## src/rtl/calc_pkg.sv

```systemverilog
// ----------------------------------------------------------------------------
// calc_pkg
// Definitions shared by the calculator datapath blocks: the divider and the
// binary-to-BCD converter that formats its results for the display driver.
//
// Contents:
//   CALC_WIDTH    default width of the unsigned divider results
//   CALC_DIGITS   default number of BCD digits needed to show CALC_WIDTH bits
//   conv_state_t  state encoding of the sequential BCD converter
// ----------------------------------------------------------------------------
package calc_pkg;

    localparam int CALC_WIDTH  = 16;
    localparam int CALC_DIGITS = 5;

    typedef enum logic [1:0] {
        S_IDLE = 2'b00,
        S_CONV = 2'b01,
        S_DONE = 2'b10
    } conv_state_t;

endpackage

```

## src/rtl/bin_to_bcd_seq_digit_adj.sv

```systemverilog
// ----------------------------------------------------------------------------
// bcd_digit_adj
// Single-digit correction step of the shift-and-add-3 algorithm. A digit of
// 5 or more would overflow past 9 when doubled by the next shift, so 3 is
// added first; the shift then carries the excess into the next digit.
//
// Ports:
//   digit_i  in   4   BCD digit before the shift
//   digit_o  out  4   corrected digit, ready to be shifted
// ----------------------------------------------------------------------------
module bcd_digit_adj (
    input  logic [3:0] digit_i,
    output logic [3:0] digit_o
);

    // Purely combinational; inputs of 5..9 map to 8..12, which never carry
    // out of the 4-bit digit, so no carry chain to neighbouring digits.
    always_comb begin
        digit_o = (digit_i >= 4'd5) ? (digit_i + 4'd3) : digit_i;
    end

endmodule

```

## src/rtl/bin_to_bcd_seq.sv

```systemverilog
// ----------------------------------------------------------------------------
// bin_to_bcd_seq
// Sequential binary-to-BCD converter (double-dabble), one input bit per
// clock. Sits behind the divider: the divider's DONE level drives START, and
// a rising edge on it launches exactly one conversion of BIN.
//
// Ports:
//   CLK    in   1          clock, all state on the rising edge
//   RST    in   1          synchronous, active-high reset
//   START  in   1          level input; a rising edge triggers a conversion
//   BIN    in   WIDTH      unsigned value, sampled on the trigger cycle only
//   BCD    out  4*DIGITS   packed BCD result, digit 0 (units) in BCD[3:0]
//   BUSY   out  1          high while bits are being shifted in
//   DONE   out  1          one-cycle pulse, BCD holds the new result from here
// ----------------------------------------------------------------------------
module bin_to_bcd_seq
    import calc_pkg::*;
#(
    parameter int WIDTH  = CALC_WIDTH,
    parameter int DIGITS = CALC_DIGITS
) (
    input  logic                  CLK,
    input  logic                  RST,
    input  logic                  START,
    input  logic [WIDTH-1:0]      BIN,
    output logic [4*DIGITS-1:0]   BCD,
    output logic                  BUSY,
    output logic                  DONE
);

    localparam int CNT_W = $clog2(WIDTH + 1);

    conv_state_t            state_q, state_d;
    logic                   start_q;
    logic [WIDTH-1:0]       shiftReg_q, shiftReg_d;
    logic [4*DIGITS-1:0]    scratch_q, scratch_d;
    logic [4*DIGITS-1:0]    scratchAdj;
    logic [CNT_W-1:0]       bitCnt_q, bitCnt_d;
    logic [4*DIGITS-1:0]    bcd_q, bcd_d;
    logic                   done_q, done_d;
    logic                   trigger;

    // The edge register follows START every cycle, even mid-conversion, so a
    // level still high when the converter returns to idle does not retrigger.
    assign trigger = START & ~start_q;

    // One add-3 corrector per digit of the scratch register.
    for (genvar g = 0; g < DIGITS; g++) begin : gDigit
        bcd_digit_adj uAdj (
            .digit_i (scratch_q[4*g +: 4]),
            .digit_o (scratchAdj[4*g +: 4])
        );
    end

    // State and datapath registers. Reset clears everything, which also
    // aborts a conversion in flight without producing a DONE pulse.
    always_ff @(posedge CLK) begin
        if (RST) begin
            state_q    <= S_IDLE;
            start_q    <= 1'b0;
            shiftReg_q <= '0;
            scratch_q  <= '0;
            bitCnt_q   <= '0;
            bcd_q      <= '0;
            done_q     <= 1'b0;
        end else begin
            state_q    <= state_d;
            start_q    <= START;
            shiftReg_q <= shiftReg_d;
            scratch_q  <= scratch_d;
            bitCnt_q   <= bitCnt_d;
            bcd_q      <= bcd_d;
            done_q     <= done_d;
        end
    end

    // Next-state and datapath control. The output BCD register is written
    // only when leaving S_DONE, so the display never sees a partial result.
    // DONE is registered alongside BCD so both change on the same edge.
    always_comb begin
        state_d    = state_q;
        shiftReg_d = shiftReg_q;
        scratch_d  = scratch_q;
        bitCnt_d   = bitCnt_q;
        bcd_d      = bcd_q;
        done_d     = 1'b0;
        BUSY       = 1'b0;

        case (state_q)
            S_IDLE: begin
                if (trigger) begin
                    shiftReg_d = BIN;
                    scratch_d  = '0;
                    bitCnt_d   = CNT_W'(WIDTH);
                    state_d    = S_CONV;
                end
            end

            S_CONV: begin
                BUSY = 1'b1;
                // Adjust first, then shift the whole {scratch, binary} pair;
                // the top bit of the scratch falls off the end.
                {scratch_d, shiftReg_d} = {scratchAdj, shiftReg_q} << 1;
                bitCnt_d = bitCnt_q - 1'b1;
                if (bitCnt_q == CNT_W'(1)) begin
                    state_d = S_DONE;
                end
            end

            S_DONE: begin
                bcd_d   = scratch_q;
                done_d  = 1'b1;
                state_d = S_IDLE;
            end

            default: begin
                state_d = S_IDLE;
            end
        endcase
    end

    assign BCD  = bcd_q;
    assign DONE = done_q;

endmodule

```

## config.mk

```make
export PLATFORM = sky130hd
export DESIGN_NAME = bin_to_bcd_seq
export DESIGN_NICKNAME = d
export VERILOG_FILES = /design/src/rtl/calc_pkg.sv /design/src/rtl/bin_to_bcd_seq_digit_adj.sv /design/src/rtl/bin_to_bcd_seq.sv
export SDC_FILE = /design/constraint.sdc
export NUM_CORES = 1
export LEC_CHECK = 0
export CAP_MARGIN = 10
export CORE_MARGIN = 5
export CORE_UTILIZATION = 42
export CTS_CLUSTER_SIZE = 12
export DETAILED_ROUTE_END_ITERATION = 12
export GPL_TIMING_DRIVEN = 0
export HOLD_SLACK_MARGIN = 0.12
export PLACE_DENSITY = 0.63
export SLEW_MARGIN = 0
export SYNTH_ARGS = -nofsm -noshare
export SYNTH_HDL_FRONTEND = slang
export SYNTH_SLANG_ARGS = --single-unit
```

## constraint.sdc

```tcl
create_clock -name CLK -period 3.31 [get_ports CLK]
set_clock_uncertainty 0.1 [all_clocks]
set_input_delay 0.662 -clock CLK [delete_from_list [all_inputs] [get_ports CLK]]
set_output_delay 0.662 -clock CLK [all_outputs]
set_load 0.01 [all_outputs]
```

# Word-level counts from Yosys, hierarchy flattened
# Index checks and enable logic that the tools add are counted.
# op_classes
n_div,0
magnitude_cmp,5
n_bitwise,2
reduce_logical,4
eq_ne,5
addsub,6
mux,16
mul,0
shift,0
# ops
operator,n
20-bit case mux with 2 select lines,1
16-bit case mux with 2 select lines,1
4-bit by 3-bit >= comparator with 1-bit output (second input constant),5
20-bit 2-to-1 mux,1
4-bit by 2-bit adder with 4-bit output (second input constant),4
16-bit 2-to-1 mux,1
4-bit 2-to-1 mux,4
5-bit case mux with 2 select lines,1
5-bit by 1-bit == test with 1-bit output (second input constant),1
5-bit 2-to-1 mux,1
5-bit by 1-bit subtractor with 5-bit output (second input constant),1
2-bit 2-to-1 mux,2
2-bit != test (second input constant),2
2-bit case mux with 2 select lines,1
2-bit AND reduction,2
3-bit by 2-bit adder with 3-bit output (second input constant),1
3-bit 2-to-1 mux,1
2-bit by 1-bit == test with 1-bit output (second input constant),1
2-bit == test (second input constant),1
2-bit zero test,1
1-bit 2-to-1 mux,2
2-bit nonzero test,1
1-bit AND,1
1-bit inverter,1
# word_totals
ff_bits,65
in_bits,19
mem_count,0
romBits,0
ramBits,0
latchBits,0

# Logic depth before layout (Yosys ltp)
# Gate-level depths: netlist of run 1.
# logic_depth
ltp_word,4
depth_mapped,6

# By module
# From an unflattened synthesis of run 1, not the netlist that was laid out.
# hier_totals
cells_unflattened,309
area_unflattened_um2,2912.8
# by_module_without_submodules
mod,seq_area_each_um2,instances,cells_each,area_per_inst_um2
bin_to_bcd_seq,1301.2,1,229,2406.1
bcd_digit_adj,0.0,5,16,101.3

# Worst setup path before layout of run 1
# OpenSTA, ideal clock, no wires.
# synth_timing
path_kind,in2reg
start,input START
end,register scratch_q[10]
slack_ps,1535
path_stages,5
arrival_time_ps,1559
n_path_buf,1
path_cell_list,or4b_1 > buf_2 > nand4_1 > o41ai_1 > a41o_1
# synth_between
elab_chain_len,3
# synth_lines
item,line,source
from (decl),bin_to_bcd_seq.sv:24,"input logic START,"
1-bit AND,bin_to_bcd_seq.sv:45,assign trigger = START & ~start_q;
2-bit != test (no source line),-,
2-bit AND reduction (no source line),-,
to (signal assigned),bin_to_bcd_seq.sv:70,scratch_q <= scratch_d;
to (decl),bin_to_bcd_seq.sv:36,"logic [4*DIGITS-1:0] scratch_q, scratch_d;"
# Every way passes these cells.
# A chain may end at the register's enable or synchronous reset.

# Final worst setup path of run 1
# layout_timing
start,register state_q[0]
end,output BUSY
# layout_between
elab_chain_len,2
# layout_lines
item,line,source
from (decl),bin_to_bcd_seq.sv:33,"conv_state_t state_q, state_d;"
from (signal assigned),bin_to_bcd_seq.sv:67,state_q <= state_d;
2-bit by 1-bit == test with 1-bit output,bin_to_bcd_seq.sv:89,case (state_q)
1-bit 2-to-1 mux,bin_to_bcd_seq.sv:89,
to (decl),bin_to_bcd_seq.sv:27,"output logic BUSY,"
# Every way passes these cells.

==> summary.md, run 1 <==
| Metric | Value |
|---|---|
| Top_reg_cell synth | `dfxtp_1` |
| Port Buffers | `40` |
| Largest delay share family, worst path | `buffers and inverters` |
| Post-route non-filler standard cell count | `~460` |
| Drt pass-1 iters | `4` |
| Placement Rows | `29` |
| Nets | `about 400` |
| Global route overflow | `0` |
| Synth Area in Adders | `5.43%` |
| DP HPWL | `between 4000 and 5000 um` |
| Die area | `approximately 8300 um2` |
| XOR/XNOR Fraction of Synth Area | `2.53%` |
| Total GRT Usage | `roughly 16%` |
| PD cells | `~470 nW/um2` |
| Starting Density | `43.3%` |
| Post-synth top cells | `67 x nand2_1, 65 x dfxtp_1, 52 x a21oi_1` |
| Cell Area, Synth | `roughly 2800 um2` |
| Most common cell in the synthesized netlist | `nand2_1` |
| CTS tree | `built` |
| Num ports | `between 40 and 50` |
| Crit Path Class | `register to primary output` |
| Antenna Cells | `0` |
| Cells after DPL | `roughly 450` |
| Total CTS buffers | `9` |
| Vias in the first global route | `~2300` |
| Yosys top cell by area | `dfxtp_1` |
| Post-synth EDFFs | `0` |
| RSZ-0062 raised after global routing | `false` |
| Clock Pin Slew Worst Setup and Hold Paths | `~0.070 ns` |
| Worst IR drop on VDD | `about 220 uV` |
| Hold_buf cts | `0` |
| Design area | `3460 um2` |
| Crit share post-route | `between 80% and 90%` |
| Skew-Pair Late Insertion Delay | `0.35 ns` |
| Wirelength per Cell | `approximately 14 um` |
| Buf/Inv on CP | `3` |
| Area growth syn-to-layout | `24.9%` |
| # setup viols final | `0` |
| Final Hold Fails | `0` |
| Area of placed instances | `around 3300 um2` |
| Vias | `approximately 2400` |
| Routed wire length | `6590 um` |
| ANT nets after route | `0` |
| Share of the synthesized area in the top cell type | `between 40 and 50%` |
| Status | `finished clean` |
| FILL cells | `roughly 630` |
| CP max-delay cell | `clkdlybuf4s50_1` |
| Seq/Total Area, Yosys | `about 47%` |
| Critical path peak fanout | `10` |
| Initial antenna violation count | `0` |
| Post-DR vias/cell | `between 5 and 6` |
| First-pass GRT wire length | `approximately 11000 um` |
| Largest family of logic cells by synthesized area | `compound AO/OA/AOI/OAI gates` |
| Top cells by area, synth | `dfxtp_1 47%, a21oi_1 9.4%, nand2_1 9.1%` |
| Gpl congestion | `between 0.8 and 0.9` |
| Postcts setup bufs | `0` |
| Fin Setup TNS | `0 ns` |
| Max frequency | `around 0.36 GHz` |
| Data required, critical path | `2.55 ns` |
| DRC errors left | `0` |
| Chip height | `between 90 and 100 um` |
| Type of origin of the critical path | `register` |
| Slew @ Worst Pin | `between 0.7 and 0.8 ns` |
| Post-CTS sizing | `0` |
| Rel. slew slack | `50.9%` |
| Cells along the critical path | `nand2b_1, inv_2, clkbuf_1, clkdlybuf4s50_1` |
| P_leak | `1.23 nW` |
| Bufs on Longest Clock Path | `2` |
| Compound-Gate Fraction of Synth Area | `between 20 and 25%` |
| CP arrival | `between 2 and 2.5 ns` |
| H-tree Lvls | `3` |
| Synth Warn # | `0` |
| Largest net degree at the start of global routing | `11` |
| 1st-iter DRT viols | `120` |
| CTS Root Cell | `clkbuf_8` |
| Fraction of registers with async set/reset | `0%` |
| Fraction of layout cells with a size suffix above 1 | `under 10%` |
| DIE WIDTH | `91.2 um` |
| Mean Syn Cell Area | `8.41 um2` |
| Synth cell types | `38` |
| CP endpoint kind | `primary output` |
| Core Util, Final | `54.1%` |
| Fin crit period | `2.81 ns` |
| CP peak stage delay | `0.64 ns` |
| Final Max Tran Viols | `0` |
| Clk sinks | `65` |
| Synthesis-stage register bit count | `between 60 and 70` |
| Max-Cap Viols | `0` |
| Core Box Area | `6390 um2` |
| Hold Path Class | `register to register` |
| Post-synthesis instance total | `around 330` |
| Mux share of post-synthesis cell area | `under 10%` |
| Post-synthesis simple-gate area fraction | `a little under a fifth` |
| Post-Syn Nets | `360` |
## worst reg2reg max path, cell delays in order (launching register included)
cell	delay (ns)
dfxtp_1	0.41
inv_1	0.10
ha_1	0.24
nand2b_1	0.10
or4b_2	0.58
a21oi_1	0.14
## final cells by class
class,count,area (um2),share of cell area (%)
multi-input combinational,230,1330,38.4
buffer,20,86.3,2.50
tap,77,96.3,2.79
clock inverter,2,10.0,0.290
inverter,14,52.6,1.52
clock buffer,14,183,5.29
sequential,65,1300,37.7
timing repair buffer,40,400,11.6
## per-layer routing
layer	track usage (%)	wire [um]	up-vias
met5	0	0	-
met4	9.66	212	0
met3	2.81	321	21
met2	26.4	3000	59
met1	20.0	3050	1124
li1	-	-	1240
## per-stage QoR
stage / power, W / hold slack, ns / setup WS, ns
floorplan: 0.000931 / 0.332 / 1.53
global placement: 0.000992 / 0.341 / 0.835
detailed placement: 0.000995 / 0.348 / 0.835
CTS: 0.00165 / 0.357 / 0.477
global route: 0.00170 / 0.381 / 0.369
finish: 0.00163 / 0.353 / 0.500
## cells by family after synthesis
| logic type | count (synthesis) |
|---|---|
| flops | 65 |
| simple gates | 112 |
| compound gates | 95 |
| buf+inv | 34 |
| fa+ha+maj | 12 |
| mux | 3 |
| xor+xnor | 8 |
## final timing paths
kind	from	to	slack, ns	cells after the start
max reg2reg	scratch_q[12]	scratch_q[16]	1.59	5
max	state_q[0]	BUSY	0.50	4
min	BCD[7]	BCD[7]	0.35	2
min reg2reg	BCD[7]	BCD[7]	0.35	2
## cells in the final DEF, fill, tap and decap left out, drive strengths merged
cell           synthesis  routed
nor4b                  1       1
mux2i                  2       2
a21oi                 52      52
nand2b                 7       7
a22o                   2       2
clkbuf                11      25
a32oi                  1       1
clkinv                 0       2
o21ai                 14      14
dfxtp                 65      65
a41o                   3       3
ha                    12      12
nor3                   7       7
clkdlybuf4s50          0      40
nand2                 67      67
nand3                  7       7
inv                   14      14
a31oi                  1       1
o31ai                  3       3
nor2                  12      12
nand4                  3       3
xor2                   3       3
mux2                   1       1
a22oi                 15      15
xnor2                  5       5
buf                    9       9
and4                   1       1
nor4                   1       1
nand3b                 1       1
nor3b                  1       1
nor2b                  2       2
or4b                   2       2
o41ai                  3       3
a311oi                 1       1
## flip-flops by register name, indices dropped and copies added (netlist names)
register / flops
scratch_q: 20
start_q: 1
BCD: 20
DONE: 1
state_q: 2
shiftReg_q: 16
bitCnt_q: 5
## power by group
group | switching, W | internal [W] | total, W
registers | 0.0000146 | 0.000805 | 0.000820
logic | 0.0000961 | 0.0000612 | 0.000157
clock network | 0.000303 | 0.000352 | 0.000655
(Power assumes the default switching activity.)
==> inputs of run 2 (changes only) <==
==> constraint.sdc (replaced) <==
create_clock -name CLK -period 2.7 [get_ports CLK]
set_clock_uncertainty 0.1 [all_clocks]
set_input_delay 0.54 -clock CLK [delete_from_list [all_inputs] [get_ports CLK]]
set_output_delay 0.54 -clock CLK [all_outputs]
set_load 0.01 [all_outputs]
==> summary.md, run 2 (synthesis results as in run 1) <==
| Metric | Value |
|---|---|
| Status | `finished clean` |
| CTS Root Cell | `clkbuf_8` |
| GRT busiest layer | `met2` |
| Initial antenna violation count | `0 (unchanged)` |
| Final Hold Fails | `0 (unchanged)` |
| Post-DR vias/cell | `5.25 (-0.85%)` |
| Starting Density | `43.3% (unchanged)` |
| Max-Cap Viols | `0 (unchanged)` |
| Vias in the first global route | `2309 (-0.65%)` |
| Max frequency | `0.425 GHz` |
| # setup viols final | `0 (unchanged)` |
| Antenna Cells | `0 (unchanged)` |
| Die area | `8310 um2 (unchanged)` |
| Cells after DPL | `446 (unchanged)` |
| Crit share post-route | `87.2%` |
| Bufs on Longest Clock Path | `2 (unchanged)` |
| Wirelength per Cell | `14.3 um (+0.35%)` |
| Met2 Resource Use GR | `26.4% (unchanged)` |
| PD cells | `580 nW/um2 (+23%)` |
| Commonest non-fill, non-tap cell in the layout | `nand2_1` |
| Data required, critical path | `2.06 ns (-0.49 ns)` |
| Drt pass-1 iters | `4 (unchanged)` |
| Global route overflow | `0 (unchanged)` |
| Port Buffers | `40 (unchanged)` |
| FILL cells | `635 (+0.32%)` |
| Vias | `2418 (-1.1%)` |
| Design area | `3450 um2 (-0.11%)` |
| Placement Rows | `29 (unchanged)` |
| DP HPWL | `4550 um (unchanged)` |
| Hold_buf cts | `0 (unchanged)` |
| Post-route non-filler standard cell count | `461 (-0.22%)` |
| Largest net degree at the start of global routing | `16 (+5)` |
| Setup slack at placement | `0.347 ns (-0.488 ns)` |
| DRC errors left | `0 (unchanged)` |
| Gpl congestion | `0.818 (unchanged)` |
| RSZ-0062 raised after global routing | `false` |
| Fin crit period | `roughly 2.4 ns` |
| M3 GR Usage | `2.81% (unchanged)` |
| Num ports | `41 (unchanged)` |
| Crit Path Class | `register to primary output` |
| Design Power | `0.00200 W (+23%)` |
| Skew-Pair Late Insertion Delay | `0.35 ns (about the same)` |
| Rel. slew slack | `48.6% (-2.3 points)` |
| Slew @ Worst Pin | `0.767 ns (+0.0346 ns)` |
| Fin Setup TNS | `0 ns (unchanged)` |
| Area of placed instances | `3260 um2 (unchanged)` |
| P_leak | `1.23 nW (about the same)` |
| Nets | `410 (-0.24%)` |
| Chip height | `91.2 um (unchanged)` |
| Total GRT Usage | `16.2% (-0.034 points)` |
| Post-route setup slack | `0.347 ns (-0.153 ns)` |
| Commonest cells after routing, fill and taps aside | `67 x nand2_1, 65 x dfxtp_1, 52 x a21oi_1` |
| Total CTS buffers | `9 (unchanged)` |
| CP endpoint kind | `primary output` |
| Clk sinks | `65 (unchanged)` |
| Final Max Tran Viols | `0 (unchanged)` |
| Clock Pin Slew Worst Setup and Hold Paths | `0.07 ns (about the same)` |
| CTS tree | `built` |
| ANT nets after route | `0 (unchanged)` |
| CP arrival | `1.71 ns (-0.34 ns)` |
| Worst IR drop on VDD | `274 uV (+23%)` |
| GRT met1 Usage | `20.0% (+0.051 points)` |
| Critical path peak fanout | `15 (+5)` |
| Type of origin of the critical path | `register` |
| Core Box Area | `6390 um2 (unchanged)` |
| Fraction of layout cells with a size suffix above 1 | `7.03% (+0.018 points)` |
| 1st-iter DRT viols | `119 (-0.83%)` |
| First-pass GRT wire length | `10900 um (-0.26%)` |
| DIE WIDTH | `91.2 um (unchanged)` |
| Routed wire length | `6600 um (+0.14%)` |
| H-tree Lvls | `3 (unchanged)` |
| Area growth syn-to-layout | `24.8%` |
| Hold Path Class | `register to register` |
-- run 2: where the power goes --
part           switching (W)  total (W)  internal, W
combinational       0.000117   0.000192    0.0000745
clock               0.000373   0.000805     0.000431
sequential         0.0000180    0.00100     0.000987
total               0.000509    0.00200      0.00149
-- run 2: cell type report --
type | count | area (um2) | share of cell area (%)
multi-input cells | 230 | 1330 | 38.4
flip-flops and latches | 65 | 1300 | 37.7
repair buffers | 40 | 400 | 11.6
clock buffers | 14 | 183 | 5.29
well taps | 77 | 96.3 | 2.79
plain buffers | 19 | 82.6 | 2.39
inverters | 14 | 52.6 | 1.52
clock inverters | 2 | 10.0 | 0.290
-- run 2: worst paths after layout --
path,from,end,slack (ns),cells after the start
max,state_q[0],BUSY,0.35,3
min,BCD[7],BCD[7],0.35,2
max reg2reg,state_q[1],scratch_q[18],0.94,4
min reg2reg,BCD[7],BCD[7],0.35,2
-- run 2: repair_timing --
action                                  4_1_cts  5_1_grt
endpoints found under the setup margin        1        0
gates resized for setup                       0        0
buffers inserted                              0        0
-- run 2: stage by stage --
| step | util, % | hold slack, ns |
|---|---|---|
| 5_1_grt | 54.1 | 0.381 |
| 4_1_cts | 54.1 | 0.357 |
| 3_5_place_dp | 51.1 | 0.348 |
| 3_3_place_gp | 51.1 | 0.341 |
| 6_report | 54.1 | 0.353 |
| 2_1_floorplan | - | 0.332 |
-- run 2: worst max-delay path: stages, from the launching register on --
cell             delay [ns]
dfxtp_1                0.41
nand2b_1               0.13
inv_2                  0.24
clkdlybuf4s50_1        0.59
-- run 2: layer usage --
metal | part of all wire (%) | routed length (um)
met1 | 46 | 3070
met3 | 4.8 | 319
met2 | 46 | 3020
met4 | 2.9 | 190
met5 | 0 | 0
